## src/rtl/kyber_pkg.sv

```systemverilog
// Shared constants, mode encoding and constant-coefficient shift-add helpers for
// the Kyber Montgomery reduction pipeline.
package kyber_pkg;

    localparam int COEF_W = 16;
    localparam int DATA_W = 32;

    localparam logic [COEF_W-1:0] KYBER_Q    = 16'd3329;
    localparam logic [COEF_W-1:0] KYBER_QINV = 16'd62209;

    typedef enum logic {
        MODE_REDUCE = 1'b0,
        MODE_QINV   = 1'b1
    } mode_e;

    // Constant multiplies unrolled into shifted adds so no multiplier is inferred.
    function automatic logic [COEF_W-1:0] mul_qinv(input logic [COEF_W-1:0] x);
        logic [COEF_W-1:0] acc;
        acc = '0;
        for (int i = 0; i < COEF_W; i++) begin
            if (KYBER_QINV[i]) acc = acc + (x << i);
        end
        return acc;
    endfunction

    function automatic logic signed [DATA_W-1:0] mul_q(input logic signed [COEF_W-1:0] t);
        logic signed [DATA_W-1:0] ext;
        logic signed [DATA_W-1:0] acc;
        ext = DATA_W'(t);
        acc = '0;
        for (int i = 0; i < COEF_W; i++) begin
            if (KYBER_Q[i]) acc = acc + (ext <<< i);
        end
        return acc;
    endfunction

    function automatic logic signed [COEF_W-1:0] canon_fix(input logic signed [COEF_W-1:0] r);
        return (r < 0) ? r + $signed(KYBER_Q) : r;
    endfunction

endpackage

```

## src/rtl/mont_reduce_lane.sv

```systemverilog
// One lane of the S1-S3 Montgomery datapath; advances only when en_i is high.
// MONT_REDUCE_CANON_EN folds a negative mode-0 result into [0, Q-1] inside S3.
module mont_reduce_lane
    import kyber_pkg::*;
(
    input  logic              clk,
    input  logic              rst_n,
    input  logic              en_i,
    input  logic              mode_i,
    input  logic [DATA_W-1:0] a_i,
    output logic [COEF_W-1:0] res_o
);

    logic        [COEF_W-1:0] t_p1_d;
    logic        [COEF_W-1:0] t_p1_q;
    logic signed [COEF_W-1:0] a_hi_p1_q;
    mode_e                    mode_p1_q;

    logic signed [DATA_W-1:0] m_p2_d;
    logic signed [COEF_W-1:0] m_hi_p2_q;
    logic signed [COEF_W-1:0] a_hi_p2_q;
    logic        [COEF_W-1:0] t_p2_q;
    mode_e                    mode_p2_q;

    logic signed [COEF_W-1:0] diff_p3;
    logic        [COEF_W-1:0] res_p3_d;
    logic        [COEF_W-1:0] res_p3_q;

    // Low half of t*Q equals a[15:0] by construction, so only the high halves subtract.
    logic        [COEF_W-1:0] m_lo_unused;

    assign t_p1_d      = mul_qinv(a_i[COEF_W-1:0]);
    assign m_p2_d      = mul_q($signed(t_p1_q));
    assign m_lo_unused = m_p2_d[COEF_W-1:0];

    always_comb begin
        diff_p3 = a_hi_p2_q - m_hi_p2_q;
`ifdef MONT_REDUCE_CANON_EN
        diff_p3 = canon_fix(diff_p3);
`endif
        res_p3_d = (mode_p2_q == MODE_QINV) ? t_p2_q : diff_p3;
    end

    always_ff @(posedge clk or negedge rst_n) begin
        if (!rst_n) begin
            t_p1_q    <= '0;
            a_hi_p1_q <= '0;
            mode_p1_q <= MODE_REDUCE;
            m_hi_p2_q <= '0;
            a_hi_p2_q <= '0;
            t_p2_q    <= '0;
            mode_p2_q <= MODE_REDUCE;
            res_p3_q  <= '0;
        end else if (en_i) begin
            // S1: t, a_hi, mode
            t_p1_q    <= t_p1_d;
            a_hi_p1_q <= a_i[DATA_W-1:COEF_W];
            mode_p1_q <= mode_e'(mode_i);
            // S2: m = t*Q
            m_hi_p2_q <= m_p2_d[DATA_W-1:COEF_W];
            a_hi_p2_q <= a_hi_p1_q;
            t_p2_q    <= t_p1_q;
            mode_p2_q <= mode_p1_q;
            // S3: difference and mode mux
            res_p3_q  <= res_p3_d;
        end
    end

    assign res_o = res_p3_q;

endmodule

```

## src/rtl/mont_reduce_pipe.sv

```systemverilog
// LANES-wide Montgomery reduction pipeline with valid/ready handshake and optional
// output register; MONT_REDUCE_CANON_EN selects canonical mode-0 results in the lanes.
module mont_reduce_pipe
    import kyber_pkg::*;
#(
    parameter int LANES   = 2,
    parameter int OUT_REG = 1
) (
    input  logic                     clk,
    input  logic                     rst_n,
    input  logic                     in_valid,
    output logic                     in_ready,
    input  logic                     in_mode,
    input  logic [DATA_W*LANES-1:0]  in_data,
    output logic                     out_valid,
    input  logic                     out_ready,
    output logic [COEF_W*LANES-1:0]  out_data,
    output logic                     busy
);

    logic                    en;
    logic                    vld_p1_q;
    logic                    vld_p2_q;
    logic                    vld_p3_q;
    logic [COEF_W*LANES-1:0] res_p3;

    // A single global enable: the whole pipe freezes while the output is blocked.
    assign in_ready = !(out_valid && !out_ready);
    assign en       = in_ready;

    always_ff @(posedge clk or negedge rst_n) begin
        if (!rst_n) begin
            vld_p1_q <= 1'b0;
            vld_p2_q <= 1'b0;
            vld_p3_q <= 1'b0;
        end else if (en) begin
            vld_p1_q <= in_valid;
            vld_p2_q <= vld_p1_q;
            vld_p3_q <= vld_p2_q;
        end
    end

    for (genvar l = 0; l < LANES; l++) begin : g_lane
        mont_reduce_lane u_lane (
            .clk    (clk),
            .rst_n  (rst_n),
            .en_i   (en),
            .mode_i (in_mode),
            .a_i    (in_data[l*DATA_W +: DATA_W]),
            .res_o  (res_p3[l*COEF_W +: COEF_W])
        );
    end

    if (OUT_REG != 0) begin : g_oreg
        logic                    vld_p4_q;
        logic [COEF_W*LANES-1:0] data_p4_q;

        always_ff @(posedge clk or negedge rst_n) begin
            if (!rst_n) begin
                vld_p4_q  <= 1'b0;
                data_p4_q <= '0;
            end else if (en) begin
                // S4: output register
                vld_p4_q  <= vld_p3_q;
                data_p4_q <= res_p3;
            end
        end

        assign out_valid = vld_p4_q;
        assign out_data  = data_p4_q;
        assign busy      = vld_p1_q | vld_p2_q | vld_p3_q | vld_p4_q;
    end else begin : g_noreg
        assign out_valid = vld_p3_q;
        assign out_data  = res_p3;
        assign busy      = vld_p1_q | vld_p2_q | vld_p3_q;
    end

endmodule

```

## config.mk

```make
export PLATFORM = sky130hd
export DESIGN_NAME = mont_reduce_pipe
export DESIGN_NICKNAME = d
export VERILOG_FILES = /design/src/rtl/kyber_pkg.sv /design/src/rtl/mont_reduce_lane.sv /design/src/rtl/mont_reduce_pipe.sv
export SDC_FILE = /design/constraint.sdc
export NUM_CORES = 1
export LEC_CHECK = 0
export BUFFER_PORTS_ARGS = -buffer_cell sky130_fd_sc_hd__clkbuf_2
export CORE_UTILIZATION = 35
export DETAILED_ROUTE_END_ITERATION = 8
export GPL_ROUTABILITY_DRIVEN = 0
export HOLD_SLACK_MARGIN = 0.1
export PLACE_DENSITY = 0.57
export SLEW_MARGIN = 20
export SYNTH_ARGS = -nofsm -noshare
export SYNTH_HDL_FRONTEND = slang
export SYNTH_SLANG_ARGS = --single-unit
```

## constraint.sdc

```tcl
create_clock -name clk -period 12.22 [get_ports clk]
set_input_delay 2.444 -clock clk [delete_from_list [all_inputs] [get_ports clk]]
set_output_delay 2.444 -clock clk [all_outputs]
set_load 0.03 [all_outputs]
```

==> results_dict.tcl, run 1 <==
set metrics [dict create \
    status "completed" \
    clockBufferDepth 3 \
    via_per_inst 4.82 \
    rsz0062_at_grt "no" \
    dr_total_vias 10600 \
    synth_ff_type "dfrtp_1" \
    post_drt_wl_per_cell_um 14.9 \
    fp-row-count 73 \
    cts_root_buf "clkbuf_16" \
    coreArea_um2 39700 \
    antenna_cells 0 \
    drtIter0Drc 577 \
    grt_overflow_total 0 \
    r2r_setup_slack_ns 7.43 \
    syn_nets 1810 \
    antenna_found_initial 0 \
    synthDistinctLibCells 65 \
    start_util_pct 35.4 \
    synth_top_area_cell "dfrtp_1" \
    reg2reg_from "g_lane[1].u_lane.t_p1_q[10]" \
    syn_inst 1561 \
    cts_setup_buffers 0 \
    grt.total_usage_pct 16.5 \
    ys_seq_area_share_pct 40.9 \
    worstSetupEndpointType "output pin" \
    die_area_um2 41000 \
    layout_min_cycle_time_ns 5.87 \
    max_slew_margin_pct 37.7 \
    synth_top_area_share_pct 40.9 \
    areaGrowthSynthToFinish_pct 14.3 \
    n_fill_cell 4017 \
    final.setup.tns_ns 0 \
    synthArstFlopShare_pct 100 \
    cts_resized 0 \
    crit_required_ns 9.78 \
    endpoint "in_ready" \
    grt_pass1_vias 10500 \
    synth_area_per_cell_um2 9.02 \
    hold_buffers 0 \
    synth_most_common_cell "nand2_1" \
    tightest_slew_ns 0.935 \
    critPathMaxFanout 91 \
    timing.fmax_mhz 170 \
    pin_count 104 \
    dr.pass1.iters 5 \
    skew_ns 0.0237 \
    syn-cell-area_um2 14100 \
    synth_commonest_cells "nand2_1, dfrtp_1, ha_1" \
    numCtsBuffers 28 \
    setup_viol 0 \
    wl_um 32500 \
    ys_seq_elements 230 \
    crit_type "input pin to output pin" \
    hpwl_um 23200 \
    startpoint_type "input pin" \
    io_buffer_count 103 \
    h-tree-depth 1 \
    r2r_end "g_lane[1].u_lane.m_hi_p2_q[12]" \
    cts_sinks 230 \
    r2r_cells 21 \
    critPathArrivalTime_ns 3.43 \
    drv_slew 0 \
    drc 0 \
    nNetsFinal 1894 \
    synth_edf_count 0 \
    drive_above_1_share_pct 10.7 \
    synth_warnings 0 \
    cts_tree "built" \
    path_clk_slew_ns 0.06 \
    synth_area_leaders "dfrtp_1, nand2_1, ha_1, fa_1, xnor2_1" \
    clk_latency_ns 0.57 \
    max-cap-violations 0 \
    min_path_type "register to register" \
    worstHoldStart "g_lane[1].u_lane.a_hi_p1_q[11]" \
    fin_crit_sh_pct 48.1 \
    hold_violations 0 \
    die_w_um 203 \
    antenna_left 0 \
    die_h_um 203 \
    grt_max_degree 197 \
    startpoint "out_ready" \
    grt_pass1_wl_um 55100 \
]
per-layer routing:
layer | vias up | wire, um | track usage (%)
met3 | 43 | 1250 | 2.30
met4 | 0 | 572 | 3.95
met1 | 5006 | 17500 | 25.8
li1 | 5346 | - | -
met5 | - | 0 | 0
met2 | 168 | 13200 | 23.8
cell usage in the layout (no fill, tap or decap), types with 3 or more instances in the layout:
master      count
a211oi_1        3
a21boi_0        4
a21boi_2        3
a21o_1         21
a21oi_1        85
a31oi_1        10
and3_1          6
buf_4           6
bufinv_16       4
clkbuf_1        5
clkbuf_16      28
clkbuf_2      102
clkbuf_8        4
clkinv_2        4
clkinvlp_4      3
dfrtp_1       230
fa_1           52
ha_1          128
inv_1          53
nand2_1       508
nand2b_1       12
nand3_1        21
nand4_1         3
nor2_1         78
nor2b_1        18
nor3_1         15
o2111ai_1       4
o211a_1         3
o21a_1         13
o21ai_0        76
o21ai_1         8
o311ai_0        3
o31a_1          3
or2_2           5
or3_1          11
xnor2_1        62
xor2_1         23
state kept, by name, summed over array words and instances, names as in the netlist:
name	cells
g_lane.u_lane.t_p1_q	32
out_data	32
g_lane.u_lane.m_hi_p2_q	32
vld_p3_q	1
out_valid	1
g_lane.u_lane.a_hi_p1_q	32
g_lane.u_lane.a_hi_p2_q	32
g_lane.u_lane.mode_p1_q	1
g_lane.u_lane.res_o	32
g_lane.u_lane.mode_p2_q	1
g_lane.u_lane.t_p2_q	32
vld_p2_q	1
vld_p1_q	1
worst min-delay path by stage:
| stage | slack, ns | endpoint | cells after the start |
|---|---|---|---|
| after floorplan | 0.43 | g_lane[0].u_lane.t_p2_q[13] | 2 |
| after global placement | 0.44 | g_lane[0].u_lane.t_p2_q[8] | 2 |
| after detailed placement | 0.45 | g_lane[0].u_lane.t_p2_q[8] | 2 |
| after CTS | 0.46 | g_lane[1].u_lane.a_hi_p2_q[11] | 2 |
| after global routing | 0.48 | g_lane[1].u_lane.a_hi_p1_q[4] | 2 |
| final | 0.45 | g_lane[1].u_lane.a_hi_p2_q[11] | 2 |
critical path, stage by stage:
cell      delay, ns
clkbuf_2       0.10
nor2b_4        0.37
inv_8          0.25
clkbuf_2       0.26
final cells by class:
class	instances	area, um^2	area share [%]
clock buffers	37	774	4.81
clock inverters	13	188	1.17
inverters	55	214	1.33
multi-input cells	1220	7910	49.2
flip-flops and latches	230	5760	35.8
well taps	525	657	4.08
repair buffers	110	591	3.67
kinds of logic (layout without fill, tap and decap cells):
kind of cell / count (synthesis) / in the layout / share of synthesized area, %
mux: 2 / 2 / 0.142
xor+xnor: 85 / 85 / 5.29
simple gates: 688 / 688 / 20.0
buf+inv: 111 / 215 / 2.96
fa+ha+maj: 180 / 180 / 18.8
compound gates: 265 / 265 / 11.9
flops: 230 / 230 / 40.9
stage by stage:
stage               setup WS, ns  instances  utilization (%)  instance area [um^2]  hold WS (ns)
finish                      6.35       2190             40.5                 16100         0.452
global route                6.23       2190             40.5                 16100         0.481
CTS                         6.28       2190             40.5                 16100         0.461
detailed placement          6.29       2140             38.1                 15100         0.449
global placement            6.31       2140             38.1                 15100         0.444
floorplan                   6.44       1561                -                 14100         0.431
Power of run 1 is not shown: default switching activity piles up to over one toggle a cycle in this logic, so the estimate is an artifact.
==> inputs of run 2 (changes only) <==
--- a/config.mk
+++ b/config.mk
@@ -10,7 +10,7 @@
 export DETAILED_ROUTE_END_ITERATION = 8
 export GPL_ROUTABILITY_DRIVEN = 0
 export HOLD_SLACK_MARGIN = 0.1
-export PLACE_DENSITY = 0.57
+export PLACE_DENSITY = 0.59
 export SLEW_MARGIN = 20
 export SYNTH_ARGS = -nofsm -noshare
 export SYNTH_HDL_FRONTEND = slang
==> constraint.sdc (replaced) <==
create_clock -name clk -period 5 [get_ports clk]
set_input_delay 1 -clock clk [delete_from_list [all_inputs] [get_ports clk]]
set_output_delay 1 -clock clk [all_outputs]
set_load 0.03 [all_outputs]
==> run 2 against run 1 <==
  * Sequential share of layout area up 0.14 points
  * Critical path depth up 17
  * Flip-flop and latch count unchanged
  * Critical endpoint is now g_lane[1].u_lane.m_hi_p2_q[14]
==> results_dict.tcl, run 2 (same netlist as run 1, synthesis figures left out) <==
set metrics [dict create \
    status "completed" \
    r2r_setup_slack_ns 0.43 \
    crit_type "register to register" \
    critPathMaxFanout 4 \
    post_drt_wl_per_cell_um 14.9 \
    dr.pass1.iters 4 \
    cts_tree "built" \
    coreArea_um2 39700 \
    crit_required_ns 5.47 \
    path_cells "inv_1, fa_1, inv_1, ha_1, a41oi_4, a221oi_2, a311oi_2, o21ai_2, a21o_1, a21oi_2, nor2_1, a211oi_2, xnor2_1, ha_1, o21ai_0, nand2b_1, nand2_1, a21oi_1, a211o_1, o21ai_1, a21boi_2" \
    critPathArrivalTime_ns 5.04 \
    grt_pass1_vias 10800 \
    die_w_um 203 \
    tightest_slew_ns 0.951 \
    grt_overflow_total 0 \
    drive_above_1_share_pct 10.6 \
    grt_max_degree 198 \
    grt.total_usage_pct 16.5 \
    layout_commonest_cell "nand2_1" \
    fin_cells 2188 \
    final.setup.tns_ns 0 \
    cts_resized 0 \
    die_area_um2 41000 \
    hold_violations 0 \
    grt_pass1_wl_um 56100 \
    r2r_cells 21 \
    startpoint_type "register" \
    drv_slew 0 \
    rsz0062_at_grt "no" \
    io_buffer_count 103 \
    antenna_cells 0 \
    cts_setup_buffers 0 \
    hpwl_um 23400 \
    antenna_found_initial 0 \
    slowest_delay_ns 0.49 \
    layout_common_cells "nand2_1, dfrtp_1, ha_1, clkbuf_2, a21oi_1" \
    timing.fmax_mhz 219 \
    nNetsFinal 1893 \
    min_path_type "input pin to asynchronous set/reset pin" \
    slowest_stage "fa_1" \
    globalRouteMet2Util_pct 23.9 \
    hold_buffers 0 \
    dr_total_vias 10500 \
    fin_crit_sh_pct 91.5 \
    use_met1_pct 25.8 \
    max-cap-violations 0 \
    worstSetupEndpointType "register" \
    areaGrowthSynthToFinish_pct 13.9 \
    die_h_um 203 \
    via_per_inst 4.80 \
    clk_latency_ns 0.55 \
    drc 0 \
    max_slew_margin_pct 36.6 \
    wl_um 32500 \
    h-tree-depth 1 \
    clockBufferDepth 3 \
    cts_root_buf "clkbuf_16" \
    busiest_layer "met1" \
    start_util_pct 35.4 \
    setup_viol 0 \
    path_clk_slew_ns 0.06 \
    antenna_left 0 \
    drtIter0Drc 780 \
    place_inst 2141 \
    skew_ns 0.0260 \
    layout_min_cycle_time_ns 4.57 \
    numCtsBuffers 26 \
    cts_sinks 230 \
    pin_count 104 \
    use_met3_pct 2.33 \
    fp-row-count 73 \
]
-- run 2: cell count changes in the layout (fill, tap and decap cells not counted), sizes merged --
cell and delta:
buf +1, bufinv -2, clkinv +2, clkinvlp -3
-- run 2: metrics by stage --
stage	hold WS (ns)	instance area [um^2]	utilization, %	worst slack [ns]
floorplan	0.431	14100	-	0.760
global placement	0.446	15200	38.2	0.430
detailed placement	0.455	15200	38.2	0.337
CTS	0.466	16000	40.3	0.338
global route	0.485	16000	40.3	0.0487
finish	0.438	16000	40.3	0.427
-- run 2: area by class of cell --
class	count	area, um^2
fillers	4007	23700
multi-input cells	1220	7910
flip-flops and latches	230	5760
clock buffers	37	752
well taps	525	657
repair buffers	111	623
inverters	55	214
clock inverters	10	115
-- run 2: path summary, 6_finish.rpt --
kind,end,from
max,g_lane[1].u_lane.m_hi_p2_q[14],g_lane[1].u_lane.t_p1_q[10]
min,g_lane[0].u_lane.res_o[3],rst_n
max reg2reg,g_lane[1].u_lane.m_hi_p2_q[14],g_lane[1].u_lane.t_p1_q[10]
min reg2reg,g_lane[1].u_lane.a_hi_p2_q[11],g_lane[1].u_lane.a_hi_p1_q[11]
max in group asynchronous,g_lane[0].u_lane.a_hi_p2_q[8],rst_n
min in group clk,g_lane[1].u_lane.a_hi_p2_q[11],g_lane[1].u_lane.a_hi_p1_q[11]
-- run 2: worst max-delay path, delay by kind of cell, from the launching register on --
kind | cells | cell delay, ns
fa+ha+maj | 3 | 1.11
compound gates | 12 | 2.36
flops | 1 | 0.46
xor+xnor | 1 | 0.15
simple gates | 3 | 0.27
buf+inv | 2 | 0.17
-- run 2: per-layer routing --
layer | up-vias | part of all wire [%]
met5 | - | 0
met4 | 0 | 1.5
met3 | 36 | 4.2
met2 | 187 | 41
met1 | 4925 | 54
li1 | 5362 | -
Power of run 2 is left out for the same reason.
